==> config.mk <==
export PLATFORM = sky130hd
export DESIGN_NAME = pattern_detector
export DESIGN_NICKNAME = d
export VERILOG_FILES = /design/src/rtl/pattern_detector.sv
export SDC_FILE = /design/constraint.sdc
export NUM_CORES = 1
export LEC_CHECK = 0
export BUFFER_PORTS_ARGS = -buffer_cell sky130_fd_sc_hd__buf_2
export CORE_AREA = 3 3 55 57
export DETAILED_ROUTE_END_ITERATION = 10
export DIE_AREA = 0 0 58 60
export MAX_ROUTING_LAYER = met4
export PLACE_DENSITY_LB_ADDON = 0.1
export SYNTH_ARGS = -nofsm -noshare
export SYNTH_HDL_FRONTEND = slang
export SYNTH_SLANG_ARGS = --single-unit
export TNS_END_PERCENT = 30
==> constraint.sdc <==
create_clock -name clk -period 2.8 [get_ports clk]
set_input_delay 0.56 -clock clk [delete_from_list [all_inputs] [get_ports clk]]
set_output_delay 0.56 -clock clk [all_outputs]
set_load 0.005 [all_outputs]
==> src/rtl/pattern_detector.sv <==
// ============================================================================
// Module   : pattern_detector
// Brief    : Serial pattern matcher with match counter and lock-on-halt FSM.
//            Optional macro PATTERN_MASK_EN adds a per-bit compare mask.
// Revision : 1.0 - initial release
// ============================================================================
`default_nettype none

module pattern_detector #(
  parameter int WIDTH      = 8,
  parameter int CNT_W      = 8,
  parameter int HALT_LIMIT = 200
) (
  input  logic             clk,
  input  logic             reset,
  input  logic             data_in,
  input  logic             data_valid,
  input  logic [WIDTH-1:0] pattern,
`ifdef PATTERN_MASK_EN
  input  logic [WIDTH-1:0] pattern_mask,
`endif
  input  logic             enable_count,
  input  logic [1:0]       ctrl_state,
  output logic             match_flag,
  output logic             halt_flag,
  output logic [CNT_W-1:0] match_count
);

  localparam int FILL_W = (WIDTH > 2) ? $clog2(WIDTH) : 1;
  localparam logic [FILL_W-1:0] c_FILL_LAST = FILL_W'(WIDTH - 1);
  localparam logic [CNT_W-1:0]  c_CNT_MAX   = {CNT_W{1'b1}};
  localparam logic [CNT_W-1:0]  c_HALT      = CNT_W'(HALT_LIMIT);

  typedef enum logic [1:0] {
    ST_FILL   = 2'b00,
    ST_SCAN   = 2'b01,
    ST_LOCKED = 2'b10
  } state_t;

  state_t            r_state, w_state_nxt;
  logic [WIDTH-1:0]  r_window, w_window_nxt, w_window_shift;
  logic [FILL_W-1:0] r_fill_cnt, w_fill_nxt;
  logic              r_match, w_match_nxt;
  logic              r_halt, w_halt_nxt;
  logic [CNT_W-1:0]  r_count, w_count_nxt, w_count_inc;
  logic              w_match;
  logic              w_illegal;

  assign w_window_shift = {r_window[WIDTH-2:0], data_in};
  assign w_count_inc    = r_count + 1'b1;
  assign w_illegal      = (ctrl_state == 2'b11);

`ifdef PATTERN_MASK_EN
  assign w_match = (((w_window_shift ^ pattern) & pattern_mask) == '0);
`else
  assign w_match = (w_window_shift == pattern);
`endif

  always_comb begin
    w_state_nxt  = r_state;
    w_window_nxt = r_window;
    w_fill_nxt   = r_fill_cnt;
    w_match_nxt  = r_match;
    w_halt_nxt   = r_halt;
    w_count_nxt  = r_count;
    case (r_state)
      ST_FILL: begin
        // Illegal controller state locks before any shift or match update
        if (w_illegal) begin
          w_state_nxt = ST_LOCKED;
          w_halt_nxt  = 1'b1;
          w_match_nxt = 1'b0;
        end else if (data_valid) begin
          w_window_nxt = w_window_shift;
          if (r_fill_cnt == c_FILL_LAST) begin
            w_state_nxt = ST_SCAN;
            w_match_nxt = w_match;
          end else begin
            w_fill_nxt = r_fill_cnt + 1'b1;
          end
        end
      end
      ST_SCAN: begin
        if (w_illegal) begin
          w_state_nxt = ST_LOCKED;
          w_halt_nxt  = 1'b1;
          w_match_nxt = 1'b0;
        end else if (data_valid) begin
          w_window_nxt = w_window_shift;
          w_match_nxt  = w_match;
          if (enable_count && (r_count != c_CNT_MAX)) begin
            w_count_nxt = w_count_inc;
            // Reaching the limit locks and suppresses a coincident match
            if (w_count_inc == c_HALT) begin
              w_state_nxt = ST_LOCKED;
              w_halt_nxt  = 1'b1;
              w_match_nxt = 1'b0;
            end
          end
        end
      end
      ST_LOCKED: begin
        w_halt_nxt  = 1'b1;
        w_match_nxt = 1'b0;
      end
      default: begin
        w_state_nxt  = ST_FILL;
        w_window_nxt = '0;
        w_fill_nxt   = '0;
        w_match_nxt  = 1'b0;
        w_halt_nxt   = 1'b0;
        w_count_nxt  = '0;
      end
    endcase
  end

  always_ff @(posedge clk) begin
    if (!reset) begin
      r_state    <= ST_FILL;
      r_window   <= '0;
      r_fill_cnt <= '0;
      r_match    <= 1'b0;
      r_halt     <= 1'b0;
      r_count    <= '0;
    end else begin
      r_state    <= w_state_nxt;
      r_window   <= w_window_nxt;
      r_fill_cnt <= w_fill_nxt;
      r_match    <= w_match_nxt;
      r_halt     <= w_halt_nxt;
      r_count    <= w_count_nxt;
    end
  end

  assign match_flag  = r_match;
  assign halt_flag   = r_halt;
  assign match_count = r_count;

endmodule

`default_nettype wire

==> run_summary.xml <==
<?xml version="1.0" encoding="UTF-8"?>
<metrics>
  <group name="clocking">
    <metric name="cts_tree" unit="">yes</metric>
    <metric name="ctsResizeCount" unit="">0</metric>
    <metric name="cts.htree.levels" unit="">1</metric>
    <metric name="clock-root-buffer" unit="">clkbuf_4</metric>
    <metric name="cts.clk_slew.worst_paths" unit="ns">0.13</metric>
    <metric name="cts-hold-fix-buffers" unit="">0</metric>
    <metric name="clockBufferDepth" unit="">2</metric>
    <metric name="cts.repair_timing.setup_buffer_count" unit="">0</metric>
    <metric name="clkLatencyLatePin" unit="ns">0.31</metric>
    <metric name="numClockSinks" unit="">22</metric>
    <metric name="cts_buffers" unit="">3</metric>
  </group>
  <group name="routing">
    <metric name="route.vias.total" unit="">1160</metric>
    <metric name="drt_first_pass_iters" unit="">4</metric>
    <metric name="postRouteWirelength" unit="mm">2.76</metric>
    <metric name="drtIter0Drc" unit="">28</metric>
    <metric name="route.antenna.remaining_nets" unit="">0</metric>
    <metric name="route.detailed.vias_per_inst" unit="">5.63</metric>
    <metric name="detail_route.drc_violations" unit="">0</metric>
    <metric name="wl_per_cell" unit="µm">13.4</metric>
  </group>
  <group name="grt">
    <metric name="overall_overflow_remaining_after_global_route" unit="">0</metric>
    <metric name="number_of_global_route_vias_before_repair" unit="">1118</metric>
    <metric name="gr_usage_total" unit="">0.179</metric>
    <metric name="grt_first_pass_wirelength" unit="mm">4.77</metric>
    <metric name="antenna_found_initial" unit="">0</metric>
    <metric name="grt_start_max_net_pins" unit="">26</metric>
  </group>
  <group name="run">
    <metric name="max_capacitance_violation_count" unit="">0</metric>
  </group>
  <group name="sta">
    <metric name="worst_case_clock_skew" unit="ns">0.00868</metric>
    <metric name="finalWorstSetupSlack" unit="ns">0.519</metric>
    <metric name="holdWs" unit="ns">0.478</metric>
    <metric name="fin_setup_tns" unit="ns">0</metric>
    <metric name="period_share" unit="">0.815</metric>
    <metric name="relSlewSlack" unit="">0.634</metric>
    <metric name="worstMarginPinSlew" unit="ns">0.549</metric>
    <metric name="report.final.slew_viol_count" unit="">0</metric>
    <metric name="timing.final.hold_violations" unit="">0</metric>
    <metric name="total_of_endpoints_with_negative_setup_slack_in_the_final_report" unit="">0</metric>
    <metric name="min_tclk_post_route" unit="ns">2.28</metric>
    <metric name="clock.fmax" unit="MHz">438</metric>
    <metric name="unrepaired_setup_endpoints_after_global_routing" unit="">no</metric>
  </group>
  <group name="layout">
    <metric name="diodes" unit="">0</metric>
    <metric name="stdcell_count" unit="">206</metric>
    <metric name="layout_common_cells" unit="">24 x buf_2, 22 x dfxtp_1, 20 x nand2_1, 10 x nor2b_1</metric>
    <metric name="layout.cells.most_common" unit="">buf_2</metric>
    <metric name="syn2layout_area_growth" unit="%">11.8</metric>
    <metric name="finalNetCount" unit="">199</metric>
    <metric name="share_of_final_layout_standard_cells_stronger_than_drive_strength_1" unit="">0.256</metric>
  </group>
  <group name="floorplan">
    <metric name="fp.dieArea" unit="µm²">3480</metric>
    <metric name="initial_core_util" unit="">0.541</metric>
    <metric name="die_h" unit="µm">60</metric>
    <metric name="num_io_pins" unit="">25</metric>
    <metric name="fp-row-count" unit="">18</metric>
    <metric name="coreArea" unit="µm²">2520</metric>
    <metric name="floorplan.die.width" unit="µm">58</metric>
  </group>
  <group name="critical_path">
    <metric name="worst-path-stages" unit="">7</metric>
    <metric name="critical_path.n_buffers_inverters" unit="">1</metric>
    <metric name="worst_r2r_startpoint" unit="">r_state[1]</metric>
    <metric name="worst_ep_arrival_time" unit="ns">2.53</metric>
    <metric name="regToRegEndpoint" unit="">match_count[1]</metric>
    <metric name="worst-r2r-cell-count" unit="">7</metric>
    <metric name="critical_path_class" unit="">reg -&gt; reg</metric>
    <metric name="worst_setup_path_startpoint" unit="">r_state[1]</metric>
    <metric name="timing.reg2reg.setup_slack" unit="ns">0.52</metric>
    <metric name="critPathCaptureType" unit="">flip-flop</metric>
    <metric name="cp_cell_sequence" unit="">inv_1 -&gt; ha_1 -&gt; nor2_2 -&gt; o21bai_2 -&gt; a211o_4 -&gt; or2_1 -&gt; a21boi_1</metric>
    <metric name="cp_slowest_stage_delay" unit="ns">0.55</metric>
    <metric name="worst_path_cell_with_the_longest_stage_delay" unit="">dfxtp_1</metric>
    <metric name="worstPathRequired" unit="ns">3.05</metric>
    <metric name="critPathLaunchType" unit="">flip-flop</metric>
    <metric name="crit_family" unit="">compound AO/OA/AOI/OAI gates</metric>
    <metric name="cp_max_fo" unit="">15</metric>
  </group>
  <group name="synthesis">
    <metric name="postSynthRegisterBits" unit="">22</metric>
    <metric name="synth-main-ff-cell" unit="">dfxtp_1</metric>
    <metric name="synth.top_cells.by_area" unit="">dfxtp_1 32%, ha_1 6.4%, nand2_1 5.5%</metric>
    <metric name="yosysTopAreaCellShare" unit="">0.323</metric>
    <metric name="synth_top_area_cell" unit="">dfxtp_1</metric>
    <metric name="ys_warnings" unit="">0</metric>
    <metric name="synth_edf_count" unit="">0</metric>
    <metric name="mappedNetlistArea" unit="µm²">1360</metric>
    <metric name="mapped_nets" unit="">176</metric>
    <metric name="syn_inst_count" unit="">154</metric>
    <metric name="synth_async_sr_flop_share" unit="">0</metric>
    <metric name="syn-mean-instance-area" unit="µm²">8.86</metric>
    <metric name="yosysUniqueCellTypes" unit="">45</metric>
    <metric name="synth_sequential_area_ratio" unit="">0.323</metric>
  </group>
  <group name="place">
    <metric name="portBuffers" unit="">24</metric>
    <metric name="place_ws" unit="ns">0.580</metric>
    <metric name="dpl.hpwl" unit="mm">2.07</metric>
    <metric name="gp_congestion" unit="">0.831</metric>
    <metric name="place_inst" unit="">202</metric>
  </group>
  <group name="power_and_ir_drop">
    <metric name="power.density_cell_area" unit="nW/µm²">626</metric>
    <metric name="vdd_ir_drop_max" unit="mV">0.363</metric>
    <metric name="p_leak" unit="nW">0.609</metric>
  </group>
  <group name="worst_hold_path">
    <metric name="worst_hold_path.num_cells" unit="">2</metric>
    <metric name="hold_path_startpoint" unit="">match_flag</metric>
    <metric name="hold_end" unit="">match_flag</metric>
    <metric name="worst_hold_path_type" unit="">reg -&gt; reg</metric>
  </group>
  <group name="outcome">
    <metric name="run_status" unit="">complete, no violations</metric>
  </group>
</metrics>
through the flow:
step / utilization / instance area [µm²] / total power [mW]
finish: 0.605 / 1530 / 0.955
global route: 0.605 / 1530 / 1.02
global placement: 0.590 / 1490 / 0.770
floorplan: - / 1360 / 0.714
CTS: 0.605 / 1530 / 0.960
detailed placement: 0.590 / 1490 / 0.783
cells by family (layout without fill, tap and decap cells):
kind of cell             Yosys count  after routing  share of synthesized area
AND/OR/NAND/NOR                   68             68                      0.285
AO/OA/AOI/OAI                     34             34                      0.205
flip-flops                        22             22                      0.323
buffers and inverters             10             32                     0.0349
XOR/XNOR                           9              9                     0.0578
adder cells (fa/ha/maj)            7              7                     0.0642
multiplexers                       4              4                     0.0294
worst max-delay path by stage:
stage                     end  slack (ns)
4_1_cts        match_count[1]        0.53
3_5_place_dp   match_count[1]        0.58
3_3_place_gp   match_count[1]        0.67
5_1_grt        match_count[1]        0.34
6_report       match_count[1]        0.52
2_1_floorplan  match_count[5]        0.80
Yosys cell counts (2+ instances only):
cell / n
ha_1: 7
nor2_1: 8
nand2b_1: 4
o21ai_0: 5
a21boi_1: 2
nand3_1: 4
clkbuf_1: 3
nor3_1: 2
a21oi_1: 8
a22oi_1: 2
buf_2: 2
nor3b_1: 7
o221a_2: 5
dfxtp_1: 22
nand2_1: 20
xor2_1: 6
inv_1: 4
xnor2_1: 3
mux2i_1: 4
nor4_1: 2
nor2b_1: 10
layout make-up:
type | instances | area, µm²
well taps | 30 | 37.5
multi-input cells | 122 | 876
flip-flops and latches | 22 | 440
clock buffers | 4 | 36.3
repair buffers | 24 | 120
fillers | 233 | 997
inverters | 4 | 15.0
flip-flops by register name, summed over array words and instances (netlist names):
name	flops
r_window	7
match_flag	1
halt_flag	1
r_fill_cnt	3
r_state	2
match_count	8
report_power, final:
part           total (mW)  internal [mW]  switching (mW)
clock               0.178         0.0794          0.0981
sequential          0.380          0.344          0.0361
combinational       0.397          0.166           0.231
total               0.955          0.590           0.365
metal layers:
layer | global-route usage | share of wire | vias to the layer above
met1 | 0.234 | 0.50 | 539
met2 | 0.271 | 0.45 | 24
met5 | - | 0 | -
met3 | 0.0238 | 0.037 | 4
met4 | 0.0861 | 0.0098 | 0
li1 | - | - | 593
worst min-delay path: cells and delay by family, from the launching register on:
family / cells / cell delay, ns
flip-flops: 1 / 0.34
AND/OR/NAND/NOR: 1 / 0.05
multiplexers: 1 / 0.05
Note: power is estimated with default switching activity, not from simulation.
